==> config.mk <==
export PLATFORM = sky130hd
export DESIGN_NAME = booth_product_accumulator
export DESIGN_NICKNAME = d
export VERILOG_FILES = /design/src/rtl/booth_pkg.sv /design/src/rtl/booth_sat_adder.sv /design/src/rtl/booth_product_accumulator.sv
export SDC_FILE = /design/constraint.sdc
export NUM_CORES = 1
export LEC_CHECK = 0
export CAP_MARGIN = 20
export CORE_MARGIN = 4
export CORE_UTILIZATION = 67
export DETAILED_ROUTE_END_ITERATION = 8
export DONT_BUFFER_PORTS = 1
export PLACE_DENSITY = 0.89
export SYNTH_ARGS = -nofsm -noshare
export SYNTH_HDL_FRONTEND = slang
export SYNTH_SLANG_ARGS = --single-unit
==> constraint.sdc <==
create_clock -name Clk -period 4.65 [get_ports Clk]
set_input_delay 0.6975 -clock Clk [delete_from_list [all_inputs] [get_ports Clk]]
set_output_delay 0.6975 -clock Clk [all_outputs]
set_load 0.03 [all_outputs]
==> src/rtl/booth_pkg.sv <==
// Shared Booth types: FSM state encodings and product/accumulator width helpers.
// Used by the multiplier and by the product accumulator.
package booth_pkg;

  typedef enum logic [1:0] {
    ST_IDLE  = 2'd0,
    ST_ACCUM = 2'd1,
    ST_HOLD  = 2'd2
  } acc_state_t;

  // Product width for operands of 2**n bits.
  function automatic int pw_width(input int n);
    return 1 << (n + 1);
  endfunction

  // Accumulator width: product width plus guard bits.
  function automatic int aw_width(input int n, input int guard);
    return (1 << (n + 1)) + guard;
  endfunction

endpackage

==> src/rtl/booth_sat_adder.sv <==
// Sign-extends a product, adds it to the accumulator and flags signed overflow.
// Combinational. Clamps on overflow when ACC_SATURATE_EN is defined, otherwise wraps.
module booth_sat_adder #(
  parameter int PW = 8,
  parameter int AW = 12
) (
  input  logic [AW-1:0] acc_in,
  input  logic [PW-1:0] product,
  output logic [AW-1:0] sum,
  output logic          ovf
);

  logic [AW-1:0] ext;
  logic [AW-1:0] raw;

  // AW > PW always holds because there is at least one guard bit.
  assign ext = {{(AW-PW){product[PW-1]}}, product};
  assign raw = acc_in + ext;

  // Same-sign operands producing an opposite-sign result.
  assign ovf = (acc_in[AW-1] == ext[AW-1]) && (raw[AW-1] != acc_in[AW-1]);

`ifdef ACC_SATURATE_EN
  always_comb begin
    sum = raw;
    if (ovf) begin
      sum = acc_in[AW-1] ? {1'b1, {(AW-1){1'b0}}} : {1'b0, {(AW-1){1'b1}}};
    end
  end
`else
  assign sum = raw;
`endif

endmodule

==> src/rtl/booth_product_accumulator.sv <==
// Sums pCnt Booth products per frame; result appears the cycle after the final Valid.
// Holds the frame until Out_Valid && Out_Ready; Valids seen while holding set Drop. ACC_SATURATE_EN selects clamping.
module booth_product_accumulator
  import booth_pkg::*;
#(
  parameter int pN     = 2,
  parameter int pCnt   = 4,
  parameter int pGuard = 4
) (
  input  logic                             Clk,
  input  logic                             Rst_n,
  input  logic                             Clr,
  input  logic                             Valid,
  input  logic [pw_width(pN)-1:0]          Product,
  output logic                             Out_Valid,
  input  logic                             Out_Ready,
  output logic [aw_width(pN, pGuard)-1:0]  Sum,
  output logic                             Ovf,
  output logic                             Drop
);

  localparam int PW = pw_width(pN);
  localparam int AW = aw_width(pN, pGuard);
  localparam logic [7:0] CNT_LAST = 8'(pCnt);

  acc_state_t state, state_nxt;
  logic [AW-1:0] acc, acc_nxt;
  logic [7:0]    cnt, cnt_nxt;
  logic          ovf_q, ovf_nxt;
  logic          drop_q, drop_nxt;

  logic          handshake;
  logic [AW-1:0] add_in;
  logic [AW-1:0] add_sum;
  logic          add_ovf;
  logic [7:0]    cnt_inc;

  assign handshake = (state == ST_HOLD) && Out_Ready;
  // A product arriving with the handshake starts a new frame from zero.
  assign add_in    = handshake ? '0 : acc;
  assign cnt_inc   = handshake ? 8'd1 : cnt + 8'd1;

  booth_sat_adder #(
    .PW (PW),
    .AW (AW)
  ) u_adder (
    .acc_in  (add_in),
    .product (Product),
    .sum     (add_sum),
    .ovf     (add_ovf)
  );

  always_comb begin
    state_nxt = state;
    acc_nxt   = acc;
    cnt_nxt   = cnt;
    ovf_nxt   = ovf_q;
    drop_nxt  = drop_q;
    if (Clr) begin
      state_nxt = ST_IDLE;
      acc_nxt   = '0;
      cnt_nxt   = '0;
      ovf_nxt   = 1'b0;
      drop_nxt  = 1'b0;
    end else begin
      case (state)
        ST_IDLE, ST_ACCUM: begin
          if (Valid) begin
            acc_nxt   = add_sum;
            cnt_nxt   = cnt_inc;
            ovf_nxt   = ovf_q | add_ovf;
            state_nxt = (cnt_inc == CNT_LAST) ? ST_HOLD : ST_ACCUM;
          end
        end
        ST_HOLD: begin
          if (handshake) begin
            if (Valid) begin
              acc_nxt   = add_sum;
              cnt_nxt   = cnt_inc;
              ovf_nxt   = add_ovf;
              state_nxt = (cnt_inc == CNT_LAST) ? ST_HOLD : ST_ACCUM;
            end else begin
              acc_nxt   = '0;
              cnt_nxt   = '0;
              ovf_nxt   = 1'b0;
              state_nxt = ST_IDLE;
            end
          end else if (Valid) begin
            drop_nxt = 1'b1;
          end
        end
        default: begin
          state_nxt = ST_IDLE;
          acc_nxt   = '0;
          cnt_nxt   = '0;
          ovf_nxt   = 1'b0;
        end
      endcase
    end
  end

  always_ff @(posedge Clk or negedge Rst_n) begin
    if (!Rst_n) begin
      state  <= ST_IDLE;
      acc    <= '0;
      cnt    <= '0;
      ovf_q  <= 1'b0;
      drop_q <= 1'b0;
    end else begin
      state  <= state_nxt;
      acc    <= acc_nxt;
      cnt    <= cnt_nxt;
      ovf_q  <= ovf_nxt;
      drop_q <= drop_nxt;
    end
  end

  // Out_Valid decodes registered state only, never Out_Ready.
  assign Out_Valid = (state == ST_HOLD);
  assign Sum       = acc;
  assign Ovf       = ovf_q;
  assign Drop      = drop_q;

endmodule
==> run summary <==
Outcome = completed
Fmax = 361.9 MHz
CTS buffer count = 3
Total setup buffers inserted after CTS = 0
Synthesized area per cell = 8.999 sq um
First-pass iteration count of the detailed router = 5
P&R area growth vs syn = 3.717%
Slowest-stage cell, CP = dfrtp_1
Synthesized area = 0.001683 sq mm
Reg area = 600.6 sq um
Initial antenna violation count = 0
First-pass GRT wire length = 6603 microns
Synthesized net count = 213
Sequential fraction of the synthesis area = 0.3569
CTS tree = yes
Least-Margin Pin Slew = 0.4891 ns
Via count = 1452
Final Util = 0.7598
Gpl congestion = 0.8955
Period utilization = 0.5943
Diode count = 0
Core area = 0.002297 sq mm
Final worst slack = 1.886 ns
TritonCTS Sinks = 24
CP required = 4.88 ns
Final hold violation count = 0
Clk pin slew, worst setup/hold paths = 0.14 ns
Yosys reg bits = 24
Setup TNS = 0 ns
Critical Path Max Stage Delay = 0.53 ns
Post-DP HPWL = 2796 microns
Critical Path AT = 3.00 ns
CTS H-tree lvls = 1
Peak VDD IR = 0.2184 mV
CTS Hold Bufs = 0
Crit path kind = flop to flop
Via-to-Cell Ratio = 6.753
CP top delay family = simple AND/OR/NAND/NOR gates
Clock Latency Late Sink = 0.33 ns
Power per Cell Area = 312.6 mW/mm^2
CP Max Fanout = 17
Synth cell types = 46
Number of port buffers = 0
RSZ-0062 raised after global routing = no
Final Skew = 0.002432 ns
CP Depth = 9
Total gr overflow = 0
Fillers = 182
Critical Path End Type = flop
Yosys warns = 0
Synthesized instance count = 187
Max Root-Sink Buffers = 2
Worst hold slack = 0.03809 ns
Share of cells above drive strength 1 = 0.04813
Total Routing Usage GR = 0.2465
Pleak = 0.8071 nW
Crit path time final = 2.764 ns
Worst hold path type = input pin to async pin
DIE AREA = 0.003377 sq mm
Crit start category = flop
Post-CTS Resized = 0
Largest net degree at the start of global routing = 25
Max-slew violations = 0
DRC = 0
Area of the multi-input gates = 0.001051 sq mm
Die Y = 58.12 microns
1st-iter DRT viols = 95
Max-slew headroom = 0.6720
Number of synthesized flops with an enable pin = 0
Die Width = 58.12 microns
Max Cap Violations = 0
DR WL/cell = 17.68 microns
Root Buffer = clkbuf_4
Final Setup Violations = 0
Crit path buffers/inverters = 0
Starting Density = 0.7326
Top cell by count, worst path = a21oi_1
# IOs = 28
Floorplan row count = 17
Setup WS pre-CTS = 1.778 ns
Nets = 214
Crit-path cells = nand3b_4 -> and2_1 -> ha_1 -> fa_1 -> a21oi_1 -> nand4b_1 -> a21oi_1 -> or3_1 -> a32o_1
Async set-reset flop share out of synthesis = 1.000
Cells on worst reg2reg path = 9
Ys flop type = dfrtp_1
Vias in the first global route = 1551
Total Routed Length = 3801 microns
Post-DRT Antenna Nets = 0
-- synth_stat cells, drive strengths merged, types with 3 or more instances --
master	instances	area, sq um
o21ai	19	95.09
nand2	21	81.33
nand2b	4	25.02
clkbuf	5	18.77
a22o	4	35.03
dfrtp	24	600.6
xor2	4	35.03
a21oi	11	55.05
nor2	10	37.54
xnor2	6	52.55
a32o	3	30.03
nand3	5	25.02
a211oi	3	22.52
o31ai	3	22.52
a21o	3	22.52
and2	12	75.07
a211o	3	26.28
ha	12	150.1
-- placed cells by master (no fill, tap or decap), types with 5 or more instances in the layout --
master / n
a21oi_1: 11
and2_1: 12
dfrtp_1: 24
ha_1: 12
nand2_1: 20
nand3_1: 5
nor2_1: 10
o21ai_0: 17
xnor2_1: 6
-- per-layer routing --
layer | track usage | part of all wire | up-vias
met2 | 0.4419 | 0.51 | 57
met5 | 0 | 0 | -
met4 | 0.1126 | 0.016 | 0
li1 | - | - | 699
met3 | 0.05345 | 0.071 | 7
met1 | 0.2767 | 0.41 | 689
-- logic make-up after synthesis --
| group | count (synthesis) | synth area share |
|---|---|---|
| simple gates | 71 | 0.2297 |
| compound gates | 61 | 0.2416 |
| flops | 24 | 0.3569 |
| fa+ha+maj | 13 | 0.1011 |
| xor+xnor | 10 | 0.05204 |
| buf+inv | 8 | 0.01859 |
-- flip-flops by register name, indices dropped and copies added, names as in the netlist --
signal  cells
Drop        1
cnt         8
state       2
Ovf         1
Sum        12
-- path summary, 6_finish.rpt --
path	slack [ns]	startpoint	end
min reg2reg	0.56	cnt[1]	cnt[1]
max	1.89	state[1]	Sum[8]
min in group Clk	0.41	Clr	Drop
max in group asynchronous	4.54	Rst_n	Sum[10]
min	0.04	Rst_n	cnt[4]
max reg2reg	1.89	state[1]	Sum[8]
-- where the power goes --
part / switching [mW] / internal [mW] / leakage (nW) / total, mW
Combinational: 0.0846 / 0.0674 / 0.463 / 0.152
Clock: 0.0696 / 0.0479 / 0.0210 / 0.118
Sequential: 0.0499 / 0.226 / 0.323 / 0.276
-- through the flow --
stage	cell area, sq um	std cells	power, mW
finish	1745	215	0.5457
global route	1745	215	0.5745
floorplan	1683	187	0.3968
CTS	1745	215	0.5424
global placement	1709	211	0.4210
detailed placement	1709	211	0.4295
-- final cells by class --
cell class / count / area share
Multi-Input combinational cell: 155 / 0.6022
Timing Repair Buffer: 2 / 0.008602
Inverter: 2 / 0.004301
Clock buffer: 4 / 0.02079
Sequential cell: 24 / 0.3441
Tap cell: 28 / 0.02007
Note: power is estimated with default switching activity, not from simulation.
